===== src/rtl/alu_pipe.sv =====
// Registered, flow-controlled ALU: one output stage with valid/ready handshake,
// architectural flag register, branch-condition evaluation and sticky halt.
module alu_pipe #(
  parameter int DATA_WIDTH = 32
) (
  input  logic                  clk,
  input  logic                  rst,
  input  logic                  in_valid,
  output logic                  in_ready,
  input  logic [3:0]            opcode,
  input  logic [3:0]            cc,
  input  logic [DATA_WIDTH-1:0] r1,
  input  logic [DATA_WIDTH-1:0] r2,
  output logic                  out_valid,
  input  logic                  out_ready,
  output logic [DATA_WIDTH-1:0] result,
  output logic                  branch_valid,
  output logic                  halt,
  output logic [4:0]            status_state
);

  localparam int SHW = $clog2(DATA_WIDTH);
  localparam int F_Z = 4, F_N = 3, F_E = 2, F_P = 1, F_C = 0;

  typedef enum logic [3:0] {
    OP_NOP = 4'd0, OP_LD = 4'd1, OP_STR = 4'd2, OP_BRA = 4'd3, OP_XOR = 4'd4,
    OP_ADD = 4'd5, OP_SHL = 4'd6, OP_SHR = 4'd7, OP_HLT = 4'd8, OP_CMP = 4'd9
  } op_e;

  typedef struct packed {
    logic [DATA_WIDTH-1:0] result;
    logic                  branch;
  } beat_t;

  logic                  out_valid_q, out_valid_d;
  beat_t                 beat_q, beat_d;
  logic                  halt_q, halt_d;
  logic [4:0]            flags_q, flags_d;

  logic [DATA_WIDTH-1:0] res;
  logic                  c, borrow, fset, take, big, accept;
  logic [SHW-1:0]        shamt;

  assign in_ready = ~halt_q & (~out_valid_q | out_ready);
  assign accept   = in_valid & in_ready;

  // Any set bit above the shift-index field means the amount is >= DATA_WIDTH.
  assign big   = |r2[DATA_WIDTH-1:SHW];
  assign shamt = r2[SHW-1:0];

  always_comb begin
    res    = '0;
    c      = 1'b0;
    borrow = 1'b0;
    fset   = 1'b0;
    case (opcode)
      OP_LD, OP_STR: res = r2;
      OP_BRA:        res = r1;
      OP_XOR: begin res = r1 ^ r2; fset = 1'b1; end
      OP_ADD: begin {c, res} = {1'b0, r1} + {1'b0, r2}; fset = 1'b1; end
      OP_SHL: begin res = big ? '0 : (r1 << shamt); fset = 1'b1; end
      OP_SHR: begin res = big ? '0 : (r1 >> shamt); fset = 1'b1; end
      OP_CMP: begin
        {borrow, res} = {1'b0, r1} - {1'b0, r2};
        c    = ~borrow;
        fset = 1'b1;
      end
      default: ;
    endcase
  end

  // Conditions read the committed flags, i.e. the last accepted flag-setting op.
  always_comb begin
    case (cc)
      4'd0:    take = 1'b1;
      4'd1:    take = flags_q[F_P];
      4'd2:    take = flags_q[F_E];
      4'd3:    take = flags_q[F_C];
      4'd4:    take = flags_q[F_N];
      4'd5:    take = flags_q[F_Z];
      4'd6:    take = ~flags_q[F_C];
      4'd7:    take = ~flags_q[F_Z] & ~flags_q[F_N];
      default: take = 1'b0;
    endcase
  end

  always_comb begin
    out_valid_d = out_valid_q;
    beat_d      = beat_q;
    halt_d      = halt_q;
    flags_d     = flags_q;
    if (accept) begin
      out_valid_d   = 1'b1;
      beat_d.result = res;
      beat_d.branch = (opcode == OP_BRA) & take;
      if (fset) flags_d = {res == '0, res[DATA_WIDTH-1], ~res[0], ^res, c};
      if (opcode == OP_HLT) halt_d = 1'b1;
    end else if (out_ready) begin
      out_valid_d = 1'b0;
    end
  end

  always_ff @(posedge clk or posedge rst) begin
    if (rst) begin
      out_valid_q <= 1'b0;
      beat_q      <= '0;
      halt_q      <= 1'b0;
      flags_q     <= '0;
    end else begin
      out_valid_q <= out_valid_d;
      beat_q      <= beat_d;
      halt_q      <= halt_d;
      flags_q     <= flags_d;
    end
  end

  assign out_valid    = out_valid_q;
  assign result       = beat_q.result;
  assign branch_valid = beat_q.branch;
  assign halt         = halt_q;
  assign status_state = flags_q;

endmodule

===== config.mk =====
export PLATFORM = sky130hd
export DESIGN_NAME = alu_pipe
export DESIGN_NICKNAME = d
export VERILOG_FILES = /design/src/rtl/alu_pipe.sv
export SDC_FILE = /design/constraint.sdc
export NUM_CORES = 1
export LEC_CHECK = 0
export ABC_CLOCK_PERIOD_IN_PS = 2000
export CORE_MARGIN = 4
export CORE_UTILIZATION = 30
export DETAILED_ROUTE_END_ITERATION = 16
export GPL_TIMING_DRIVEN = 0
export PLACE_DENSITY = 0.51
export SLEW_MARGIN = 20
export SYNTH_ARGS = -nofsm -noshare
export SYNTH_HDL_FRONTEND = slang
export SYNTH_SLANG_ARGS = --single-unit

===== constraint.sdc =====
create_clock -name clk -period 2 [get_ports clk]
set_input_delay 0.4 -clock clk [delete_from_list [all_inputs] [get_ports clk]]
set_output_delay 0.4 -clock clk [all_outputs]
set_load 0.01 [all_outputs]

==> results.tsv <==
stage	metric	value	unit
run_status	violations	negative setup slack	
floorplanning	start_util	0.305	
setup_path	crit_fanout	5	
clock_network	clk_latency	0.29	ns
detailed_routing	vias	13200	
detailed_routing	drt-met1-wl	23200	um
floorplanning	coreArea	0.0337	mm2
floorplanning	die_w	193	um
detailed_routing	wirelength	59600	um
timing	finalSetupTns	-37.57	ns
timing	post-route-period-util	2.13	
setup_path	crit_family	compound AO/OA/AOI/OAI gates	
setup_path	worstSetupEndpointType	register	
logic_synthesis	synthCells	1375	
run	cap_violations	0	
grt	globalRouteTotalUtil	0.297	
grt	overflow	0	
finish	fin_area	0.0159	mm2
detailed_routing	drt-pass1-iter-count	6	
setup_path	start_kind	input pin	
detailed_routing	ant_nets	0	
detailed_routing	drc	0	
power_and_ir_drop	pwr_density_cell	522	mW/mm2
clock_network	clkSinkCount	40	
finish	regArea	0.00100	mm2
logic_synthesis	syn_area	0.0103	mm2
detailed_routing	dr.first_iter.drc_count	1387	
timing	rsz0062_at_grt	yes	
detailed_routing	dr_wl_met2	28600	um
grt	antenna_found_initial	0	
floorplanning	placementRows	67	
worst_hold_path	min_path_type	input pin to asynchronous set/reset pin	
clock_network	cts_buffer_depth	2	
finish	drive_above_1_share	0.398	
logic_synthesis	seq_area_frac_synth	0.0972	
finish	area_delta_synth_final	54.5	%
setup_path	required	2.15	ns
detailed_routing	routedWlPerCell	28.6	um
power_and_ir_drop	leakage	6.10	nW
floorplanning	io-pin-count	117	
floorplanning	dieArea	0.0373	mm2
placed_design	portBuffers	116	
clock_network	cts_hold_buf	0	
placed_design	dp.cells	1941	
setup_path	r2r-start	halt	
finish	multi_input_area	0.0106	mm2
timing	slew_violations	0	
logic_synthesis	async_reset_ff_frac	1.00	
setup_path	crit_buf_inv	5	
timing	timing.fmax	0.235	GHz
logic_synthesis	synth-edff-count	0	
finish	final_common_cell	buf_4	
logic_synthesis	yosys_warnings	0	
detailed_routing	viasPerCell	6.32	
logic_synthesis	ys_seq_elements	40	
setup_path	crit_type	input pin to register	
logic_synthesis	synth.avg_cell_area	7.49	um2
finish	layout_common_cells	buf_4, nand2_1, nor2_1	
setup_path	reg2reg_depth	6	
setup_path	critPathMostFrequentCell	buf_12	
clock_network	h-tree-depth	2	
setup_path	path_cells	buf_8 > buf_12 > buf_12 > buf_12 > buf_12 > mux2_4 > mux2i_4 > nand2_2 > a311oi_2 > o21ai_1 > a222oi_1 > o21ai_1 > a311oi_2 > ha_1 > xor2_2 > xnor2_1 > xnor2_1 > xnor2_1 > o21ai_1	
placed_design	dp_hpwl	45700	um
setup_path	r2r-end	status_state[0]	
setup_path	critPathArrivalTime	4.40	ns
logic_synthesis	synth.net_count	1534	
setup_path	max_stage_delay	0.73	ns
finish	final_nets	1795	
timing	worst_pin_slew	0.858	ns
clock_network	clk_pin_slew	0.06	ns
setup_path	rrSetupSlack	0.12	ns
timing	finClkSkew	0.00491	ns
timing	setup_violations	37	
finish	post_layout_nonfiller_instances	2085	
timing	relSlewSlack	0.428	
finish	fin_util	0.472	
placed_design	dpl_cell_area	0.0124	mm2
floorplanning	dieHeight	193	um
finish	n_fill_cell	3355	
power_and_ir_drop	ir_drop	0.638	mV
clock_network	root_buffer	clkbuf_16	
grt	grt_pass1_vias	12800	
timing	worst_slack	-2.25	ns
clock_network	numCtsBuffers	5	
clock_network	cts_tree	done	
setup_path	slowest_stage	a222oi_1	
detailed_routing	maxUsedRoutingLayer	met4	
logic_synthesis	synth.distinct_cells	85	
setup_path	startpoint	r2[0]	
logic_synthesis	synth_flop_cell	dfrtp_1	
timing	min_period	4.25	ns
placed_design	place_congestion	0.978	
finish	diodes	0	
timing	timing.hold.ws	0.347	ns
run_status	status	finished, violations left	
grt	grt_max_degree	34	
detailed_routing	route.met3.wl	4040	um
grt	grt_pass1_wl	85500	um
timing	hold_viol_final	0	
-- synth_stat cells (17+ instances only) --
cell type	number	area share
nand2_1	129	0.047
xnor2_1	21	0.018
mux2_2	22	0.024
clkbuf_1	69	0.025
nor2_1	109	0.040
nor2b_1	17	0.010
a211oi_1	28	0.020
mux4_2	49	0.11
mux2i_1	57	0.055
a21oi_1	112	0.054
nand3_1	25	0.012
nor3_1	28	0.014
a22oi_1	17	0.012
o21ai_0	130	0.063
nor4_1	19	0.012
o211ai_1	22	0.016
inv_1	71	0.026
ha_1	81	0.098
dfrtp_1	40	0.097
-- worst max-delay path by stage --
stage | end | slack (ns) | cells after the start
floorplan | status_state[1] | -1.93 | 22
detailed placement | status_state[1] | -3.83 | 14
global placement | status_state[1] | -3.91 | 14
global route | status_state[1] | -2.32 | 19
finish | status_state[1] | -2.25 | 19
CTS | status_state[1] | -2.24 | 19
-- sequential cells by signal, summed over array words and instances, names as in the netlist --
register,flops
out_valid,1
status_state,5
result,32
branch_valid,1
halt,1
-- logic make-up after synthesis --
group / synth area share
fa+ha+maj: 0.102
flops: 0.0972
simple gates: 0.188
mux: 0.193
xor+xnor: 0.0221
buf+inv: 0.0723
compound gates: 0.325
-- per-stage QoR --
| stage | setup WS [ns] | power, mW |
|---|---|---|
| 6_report | -2.25 | 8.30 |
| 5_1_grt | -2.32 | 8.74 |
| 4_1_cts | -2.24 | 7.72 |
| 3_5_place_dp | -3.83 | 6.11 |
| 3_3_place_gp | -3.91 | 6.11 |
| 2_1_floorplan | -1.93 | 4.07 |
-- what timing repair did --
action | CTS | global route
pin swaps | 98 | 101
buffers inserted | 82 | 68
gates resized for setup | 515 | 236
setup endpoints to repair | 39 | 38
-- final cells by class --
class	instances	area share
buffer	96	0.0530
inverter	75	0.0215
tap	448	0.0352
timing repair buffer	264	0.149
multi-input combinational	1154	0.669
clock inverter	2	0.00220
clock buffer	6	0.00810
sequential	40	0.0629
-- power breakdown --
part | internal, mW | switching, mW | leakage, nW
clock network | 0.587 | 0.320 | 0.0808
logic | 2.82 | 3.25 | 5.51
registers | 1.13 | 0.195 | 0.507
total | 4.54 | 3.77 | 6.10
-- routing by layer --
metal | GRT usage | vias up
met5 | 0 | -
met2 | 0.520 | 675
met3 | 0.0278 | 190
met1 | 0.369 | 6514
li1 | - | 5791
met4 | 0.135 | 0
-- worst reg2reg max path, delay by kind of cell (launching register included) --
family	cells	cell delay, ns
AO/OA/AOI/OAI	4	1.01
buffers and inverters	1	0.25
flip-flops	1	0.41
AND/OR/NAND/NOR	1	0.10
No activity file was read; power rests on OpenSTA's default activity.
